--- src/rtl/plic_gateway.sv ---
// plic_gateway: per-source interrupt gateway in front of the PLIC.
// Synchronises raw interrupt lines, applies level or rising-edge semantics
// per source, and allows at most one outstanding request per source until
// the PLIC claims it and the hart completes it. Edge sources queue pulses
// that arrive while a request is outstanding in a saturating counter.
module plic_gateway #(
    parameter int SOURCES     = 32,
    parameter int SYNC_STAGES = 2,
    parameter int EDGE_CNT_W  = 3
) (
    input  logic               clk,
    input  logic               rst,
    input  logic [SOURCES-1:0] irq_in,
    input  logic [SOURCES-1:0] irq_edge_mode,
    input  logic               claim_valid,
    input  logic [4:0]         claim_id,
    input  logic               complete_valid,
    input  logic [4:0]         complete_id,
    output logic [SOURCES-1:0] gateway_req,
    output logic [SOURCES-1:0] edge_overflow
);

    localparam logic [1:0] ST_IDLE     = 2'd0;
    localparam logic [1:0] ST_REQ      = 2'd1;
    localparam logic [1:0] ST_INFLIGHT = 2'd2;

    localparam logic [EDGE_CNT_W-1:0] CNT_MAX = '1;
    localparam logic [EDGE_CNT_W-1:0] CNT_ONE = EDGE_CNT_W'(1);

    // Source 0 is reserved, so every per-source vector starts at bit 1.
    logic [SOURCES-1:1] sync_q [SYNC_STAGES];
    logic [SOURCES-1:1] prev_q;
    logic [SOURCES-1:1] sync_s;
    logic [SOURCES-1:1] rise;
    logic [SOURCES-1:1] claim_hit;
    logic [SOURCES-1:1] complete_hit;

    // Bit 0 of the inputs is deliberately ignored.
    logic unused_bit0;
    assign unused_bit0 = irq_in[0] ^ irq_edge_mode[0];

    // Multi-flop synchroniser per line plus a delayed copy for edge detection.
    always_ff @(posedge clk) begin
        if (rst) begin
            for (int k = 0; k < SYNC_STAGES; k++) begin
                sync_q[k] <= '0;
            end
            prev_q <= '0;
        end else begin
            sync_q[0] <= irq_in[SOURCES-1:1];
            for (int k = 1; k < SYNC_STAGES; k++) begin
                sync_q[k] <= sync_q[k-1];
            end
            prev_q <= sync_s;
        end
    end

    assign sync_s = sync_q[SYNC_STAGES-1];
    assign rise   = sync_s & ~prev_q;

    // Decode claim/complete IDs; IDs of 0 or beyond the last source never match.
    always_comb begin
        claim_hit    = '0;
        complete_hit = '0;
        for (int i = 1; i < SOURCES; i++) begin
            claim_hit[i]    = claim_valid    && (32'(claim_id)    == i);
            complete_hit[i] = complete_valid && (32'(complete_id) == i);
        end
    end

    assign gateway_req[0]   = 1'b0;
    assign edge_overflow[0] = 1'b0;

    for (genvar i = 1; i < SOURCES; i++) begin : g_src
        logic [1:0]            state_q;
        logic [1:0]            state_d;
        logic [EDGE_CNT_W-1:0] cnt_q;
        logic [EDGE_CNT_W-1:0] cnt_d;
        logic                  req_q;
        logic                  ovf_q;
        logic                  ovf_d;
        logic                  edge_mode;
        logic                  trig;
        logic                  take;

        // Next-state and edge-counter logic; a rise that starts a request is consumed directly.
        always_comb begin
            edge_mode = irq_edge_mode[i];
            trig      = edge_mode ? ((cnt_q != '0) || rise[i]) : sync_s[i];
            take      = (state_q == ST_IDLE) && trig;

            state_d = state_q;
            case (state_q)
                ST_IDLE: begin
                    if (trig) begin
                        state_d = ST_REQ;
                    end
                end
                ST_REQ: begin
                    if (claim_hit[i]) begin
                        state_d = ST_INFLIGHT;
                    end else if (!edge_mode && !sync_s[i]) begin
                        state_d = ST_IDLE;
                    end
                end
                ST_INFLIGHT: begin
                    if (complete_hit[i]) begin
                        state_d = ST_IDLE;
                    end
                end
                default: state_d = ST_IDLE;
            endcase

            cnt_d = cnt_q;
            ovf_d = ovf_q;
            if (!edge_mode) begin
                cnt_d = '0;
            end else if (rise[i] && !take) begin
                if (cnt_q == CNT_MAX) begin
                    ovf_d = 1'b1;
                end else begin
                    cnt_d = cnt_q + CNT_ONE;
                end
            end else if (take && !rise[i]) begin
                cnt_d = cnt_q - CNT_ONE;
            end
        end

        // Per-source state, counter, registered request and sticky overflow flag.
        always_ff @(posedge clk) begin
            if (rst) begin
                state_q <= ST_IDLE;
                cnt_q   <= '0;
                req_q   <= 1'b0;
                ovf_q   <= 1'b0;
            end else begin
                state_q <= state_d;
                cnt_q   <= cnt_d;
                req_q   <= (state_d == ST_REQ);
                ovf_q   <= ovf_d;
            end
        end

        assign gateway_req[i]   = req_q;
        assign edge_overflow[i] = ovf_q;
    end

endmodule

--- config.mk ---
export PLATFORM = sky130hd
export DESIGN_NAME = plic_gateway
export DESIGN_NICKNAME = d
export VERILOG_FILES = /design/src/rtl/plic_gateway.sv
export SDC_FILE = /design/constraint.sdc
export NUM_CORES = 1
export LEC_CHECK = 0
export ABC_CLOCK_PERIOD_IN_PS = 4610
export BUFFER_PORTS_ARGS = -buffer_cell sky130_fd_sc_hd__buf_2
export CAP_MARGIN = 20
export CORE_MARGIN = 3
export CORE_UTILIZATION = 55
export CTS_BUF_LIST = sky130_fd_sc_hd__clkbuf_8
export CTS_CLUSTER_DIAMETER = 60
export DETAILED_ROUTE_END_ITERATION = 16
export PLACE_DENSITY = 0.75
export SETUP_SLACK_MARGIN = 0.05
export SYNTH_ARGS = -nofsm -noshare
export SYNTH_HDL_FRONTEND = slang
export SYNTH_SLANG_ARGS = --single-unit
export TNS_END_PERCENT = 50
--- constraint.sdc ---
create_clock -name clk -period 4.61 [get_ports clk]
set_clock_uncertainty 0.2 [all_clocks]
set_input_delay 1.1525 -clock clk [delete_from_list [all_inputs] [get_ports clk]]
set_output_delay 1.1525 -clock clk [all_outputs]
set_load 0.03 [all_outputs]
# [Word level (Yosys, flattened, before mapping)]
# Memory sizes are Yosys's and may differ from the RTL's.
# Index checks and enable logic that the tools add are counted.
[word_totals] register_bits=248 mem_bits_rw=62 out_inout_bits=64 wordCells=1251 memories=1
[op_classes] addsub=62 n_eq_ne=217 n_mux=284 n_bitwise=35 n_reduce_logical=527
[mem_list] name="sync_q" words=2 width=31 rd=2 rd_ports_with_merged_regs=0 wr=2 line="31" text="logic [SOURCES-1:1] sync_q [SYNC_STAGES];"
[ops] operator="$mux W3" n=93
[ops] operator="$mux W2" n=124
[ops] operator="$logic_and A1 B1 Y1" n=186
[ops] operator="$pmux W2 S3" n=31
[ops] operator="$eq A5 B5 Y1 const B" n=32
[ops] operator="$eq A2 B1 Y1 const B" n=62
[ops] operator="$logic_not A1 Y1" n=124
[ops] operator="$add A3 B1 Y3 const B" n=31
[ops] operator="$eq A3 B3 Y1 const B" n=31
[ops] operator="$reduce_and A3 Y1" n=31
[ops] operator="$reduce_bool A3 Y1" n=31
[ops] operator="$sub A3 B1 Y3 const B" n=31
[ops] operator="$eq A5 B4 Y1 const B" n=16
[ops] operator="$eq A2 B2 Y1 const B" n=31
[ops] operator="$logic_not A2 Y1" n=31
[ops] operator="$mux W31" n=2
[ops] operator="$ne A2 B2 Y1 const B" n=31
[ops] operator="$reduce_and A2 Y1" n=31
[ops] operator="$reduce_bool A2 Y1" n=31
[ops] operator="$reduce_or A2 Y1" n=31
[ops] operator="$eq A5 B3 Y1 const B" n=8
[ops] operator="$mux W1" n=34
[ops] operator="$and A31 B31 Y31" n=1
[ops] operator="$logic_or A1 B1 Y1" n=31
[ops] operator="other kinds (5)" n=40

# [Depth between registers and ports, before layout]
[logic_depth] word_depth=9 depth_mapped=9

# [Worst setup path after synthesis]
# Ideal clock, no wire load.
[synth_timing] kind="input -> register" start="in irq_edge_mode[4]" end="reg g_src[4].cnt_q[2]" setup_ns=0.114 arrival_time_ns=2.246 path_slack_ns=2.050 cell_stages=8 path_buffers=0 cell_sequence="o21a_1 > nor2_1 > xnor2_1 > ha_1 > nor3_1 > a32oi_1 > xor2_1 > nor2_1"
[synth_via] elab_chain_len=6 elab_cells_between_ends=11
[synth_lines] element="start, declared" line="14" text="input logic [SOURCES-1:0] irq_edge_mode,"
[synth_lines] element="$mux W1" line="89" text="trig = edge_mode ? ((cnt_q != '0) || rise[i]) : sync_s[i];"
[synth_lines] element="$logic_and A1 B1 Y1" line="90" text="take = (state_q == ST_IDLE) && trig;"
[synth_lines] element="$logic_not A1 Y1" line="118" text="end else if (rise[i] && !take) begin"
[synth_lines] element="$logic_and A1 B1 Y1" line="118"
[synth_lines] element="$ne A2 B2 Y1 (no source line) or $reduce_bool A2 Y1 (tied branches)"
[synth_lines] element="$reduce_and A2 Y1 (no source line)"
[synth_lines] element="end signal, assigned" line="138" text="cnt_q <= cnt_d;"
[synth_lines] element="end, declared" line="77" text="logic [EDGE_CNT_W-1:0] cnt_q;"
# Parallel ways exist; a longest one is shown, timed or not.
# A chain may end at the register's enable or synchronous reset.

# [Worst setup path in the final report]
[layout_timing] start="reg g_src[24].ovf_q" end="out edge_overflow[24]"
[layout_rtl] element="start, declared" line="80" text="logic ovf_q;"
[layout_rtl] element="start signal, assigned" line="140" text="ovf_q <= ovf_d;"
[layout_rtl] element="end, declared" line="20" text="output logic [SOURCES-1:0] edge_overflow"
# No word-level cell between the ends.

==> reports/qor.yml <==
regArea_mm2: 0.00621
syn2layout_area_growth_pct: 10.2
die_w_um: 168
fmax_mhz: 400
io-pin-count: 142
antenna_found_initial: 7
syn-cell-area_mm2: 0.0144
path_delay_family: "flip-flops"
nNetsFinal: 1838
first_iter_violations: 856
start_util_pct: 56.5
slew_violations: 0
grt_max_degree: 123
route.detailed.drc: 0
grt_usage_pct: 22.2
cpPeakStageDelay_ns: 0.38
critPathBufInv: 1
setup_ws_ns: 2.11
period_needed_ns: 2.50
ys_seq_area_share_pct: 43.2
routedWlPerCell_um: 15.4
synthCells: 1644
slew_headroom_pct: 37.1
critical_path_class: "reg2out"
hold_class: "reg2reg"
finalSetupTns_ns: 0
gp_congestion: 0.878
post_cts_resized: 0
wl_met3_um: 1780
path_cells: "buf_2"
portBuffers: 137
cts_setup_buffers: 0
cts_buffers: 51
die-area_mm2: 0.0281
ir_drop_v: 0.000276
overflow: 0
synth_compound_area_share_pct: 13.4
arrival_ns: 1.15
synth_top_family_by_area: "simple AND/OR/NAND/NOR gates"
cp_data_required_time_ns: 3.26
fillerInstances: 2191
setup-violations-final: 0
finalPower_mw: 5.91
power.leakage_nw: 6.25
wl_um: 32300
hold_ws_ns: 0.232
routed_via_density: 5.64
grt_pass1_wl_um: 52900
worst_pin_slew_ns: 0.944
synth_simple_gate_area_share_pct: 26.8
critical_path.slowest_cell: "dfxtp_1"
design.core.area_mm2: 0.0254
startpoint_type: "flip-flop"
clk_path_buf_depth: 3
syn_area_per_cell_um2: 8.73
post-place-ws_ns: 1.61
synth-main-ff-cell: "dfxtp_1"
drive_gt1_share_pct: 14.0
grt_pass1_vias: 11200
synth-async-reset-ratio_pct: 0
clk_pin_slew_ns: 0.06
core.rowCount: 58
met2WireLength_um: 15200
min_period_over_period_pct: 54.3
ys_types: 63
dpl.hpwl_um: 22500
wl_met1_um: 14400
cts_sinks: 310
fin_util_pct: 62.3
worstSetupEndpointType: "output port"
multiInputGateArea_mm2: 0.00741
synth_seq_cells: 310
ys_warn_count: 0
status: "finished clean"
cts_tree: "yes"
via_count: 11800
synth.area.mux_share_pct: 3.71
first_pass_iters: 6
synth_xor_area_share_pct: 5.00
synthAdderAreaFrac_pct: 2.70
clock_latency_ns: 0.56
worst-path-max-fanout: 2
rsz0062_at_grt: "no"
routed.top_layer: "met5"
cts_hold_buffers: 0
cts-root-buf: "clkbuf_8"
h-tree-depth: 2
synth_edf_count: 0
p_per_area_mw_per_mm2: 374
drt.antenna.violating_nets: 0
fp.dieH_um: 168
maxCapViolCount: 0
hold_violations: 0
## cell type report
type                            count  area share, %
Antenna cell                        4         0.0633
Tap cell                          330           2.61
Multi-Input combinational cell   1207           46.9
Clock inverter                     24          0.625
Clock buffer                       63           5.48
Timing Repair Buffer              144           4.78
Inverter                           15          0.356
Sequential cell                   310           39.2
## path summary, 6_finish.rpt
kind / start / endpoint / slack, ns / cells after the start
max: g_src[24].ovf_q$_SDFFE_PP0P_ / edge_overflow[24] / 2.11 / 1
min: sync_q[0][18]$_SDFF_PP0_ / sync_q[0][49]$_SDFF_PP0_ / 0.23 / 1
max reg2reg: g_src[17].state_q[0]$_SDFF_PP0_ / g_src[17].cnt_q[2]$_SDFFE_PP0P_ / 2.29 / 8
min reg2reg: sync_q[0][18]$_SDFF_PP0_ / sync_q[0][49]$_SDFF_PP0_ / 0.23 / 1
## sequential cells by signal, summed over array words and instances (netlist names)
| register | flops |
|---|---|
| g_src.cnt_q | 93 |
| g_src.state_q | 62 |
| g_src.ovf_q | 31 |
| prev_q | 31 |
| sync_q | 62 |
| g_src.req_q | 31 |
## report_power, final
part	leakage (nW)	total, mW	internal (mW)	switching [mW]
combinational	3.15	0.730	0.305	0.425
clock	0.571	2.25	1.22	1.03
sequential	2.53	2.94	2.81	0.128
## synth_stat cells (4+ instances only)
cell / instances / area share (%)
buf_2: 6 / 0.21
a2111oi_0: 32 / 2.0
or3_1: 12 / 0.52
nand2b_1: 25 / 1.1
nor3_1: 59 / 2.1
dfxtp_1: 310 / 43
nor3b_2: 10 / 0.87
a211oi_1: 20 / 1.0
xor2_1: 44 / 2.7
ha_1: 31 / 2.7
o21bai_1: 7 / 0.37
xnor2_1: 38 / 2.3
nor4b_1: 17 / 1.0
a22oi_1: 6 / 0.31
nand2_1: 105 / 2.7
nor2b_1: 106 / 4.6
a32oi_1: 24 / 1.5
o21a_1: 4 / 0.21
o21ai_0: 26 / 0.91
nand4b_1: 9 / 0.55
a221oi_1: 13 / 0.79
a21oi_1: 91 / 3.2
clkbuf_2: 6 / 0.21
clkbuf_1: 34 / 0.89
nand3_1: 48 / 1.7
and3_1: 34 / 1.5
a31oi_1: 42 / 1.8
buf_4: 64 / 3.3
or2_2: 11 / 0.48
nand3b_1: 10 / 0.52
nor2_1: 259 / 6.8
o22ai_1: 9 / 0.39
mux2i_1: 51 / 3.6
inv_1: 15 / 0.39
nor4_1: 19 / 0.83
## metal layers
metal	vias to the layer above	GRT usage (%)
met4	8	7.93
li1	5963	-
met5	-	0
met1	5516	27.9
met3	78	4.77
met2	271	37.7
## placed cells by master (no fill, tap or decap), types with 12 or more instances in the layout
master / synthesis / routed
clkbuf_8: 0 / 63
nand3_1: 48 / 48
xnor2_1: 38 / 38
xor2_1: 44 / 44
nor4_1: 19 / 19
a21oi_1: 91 / 91
dfxtp_1: 310 / 310
nor2b_1: 106 / 106
buf_2: 6 / 136
and3_1: 34 / 34
a32oi_1: 24 / 24
inv_1: 15 / 32
nand2b_1: 25 / 25
a2111oi_0: 32 / 32
nor2_1: 259 / 259
nor3_1: 59 / 59
nand2_1: 105 / 105
mux2i_1: 51 / 51
a211oi_1: 20 / 20
o21ai_0: 26 / 26
a221oi_1: 13 / 13
a31oi_1: 42 / 42
nor4b_1: 17 / 17
ha_1: 31 / 31
or3_1: 12 / 12
## cells by family (layout without fill, tap and decap cells)
logic type / after synthesis / in the layout
buffers and inverters: 128 / 246
multiplexers: 52 / 52
flip-flops: 310 / 310
other: 1 / 6
adder cells (fa/ha/maj): 31 / 31
AND/OR/NAND/NOR: 750 / 750
AO/OA/AOI/OAI: 290 / 290
XOR/XNOR: 82 / 82
## metrics by stage
step | cells | cell area, µm²
after floorplan | 1645 | 14400
after global routing | 2095 | 15800
after global placement | 2006 | 14800
after detailed placement | 2006 | 14800
final | 2097 | 15800
after CTS | 2093 | 15800
Power figures use the tool's default switching activity.
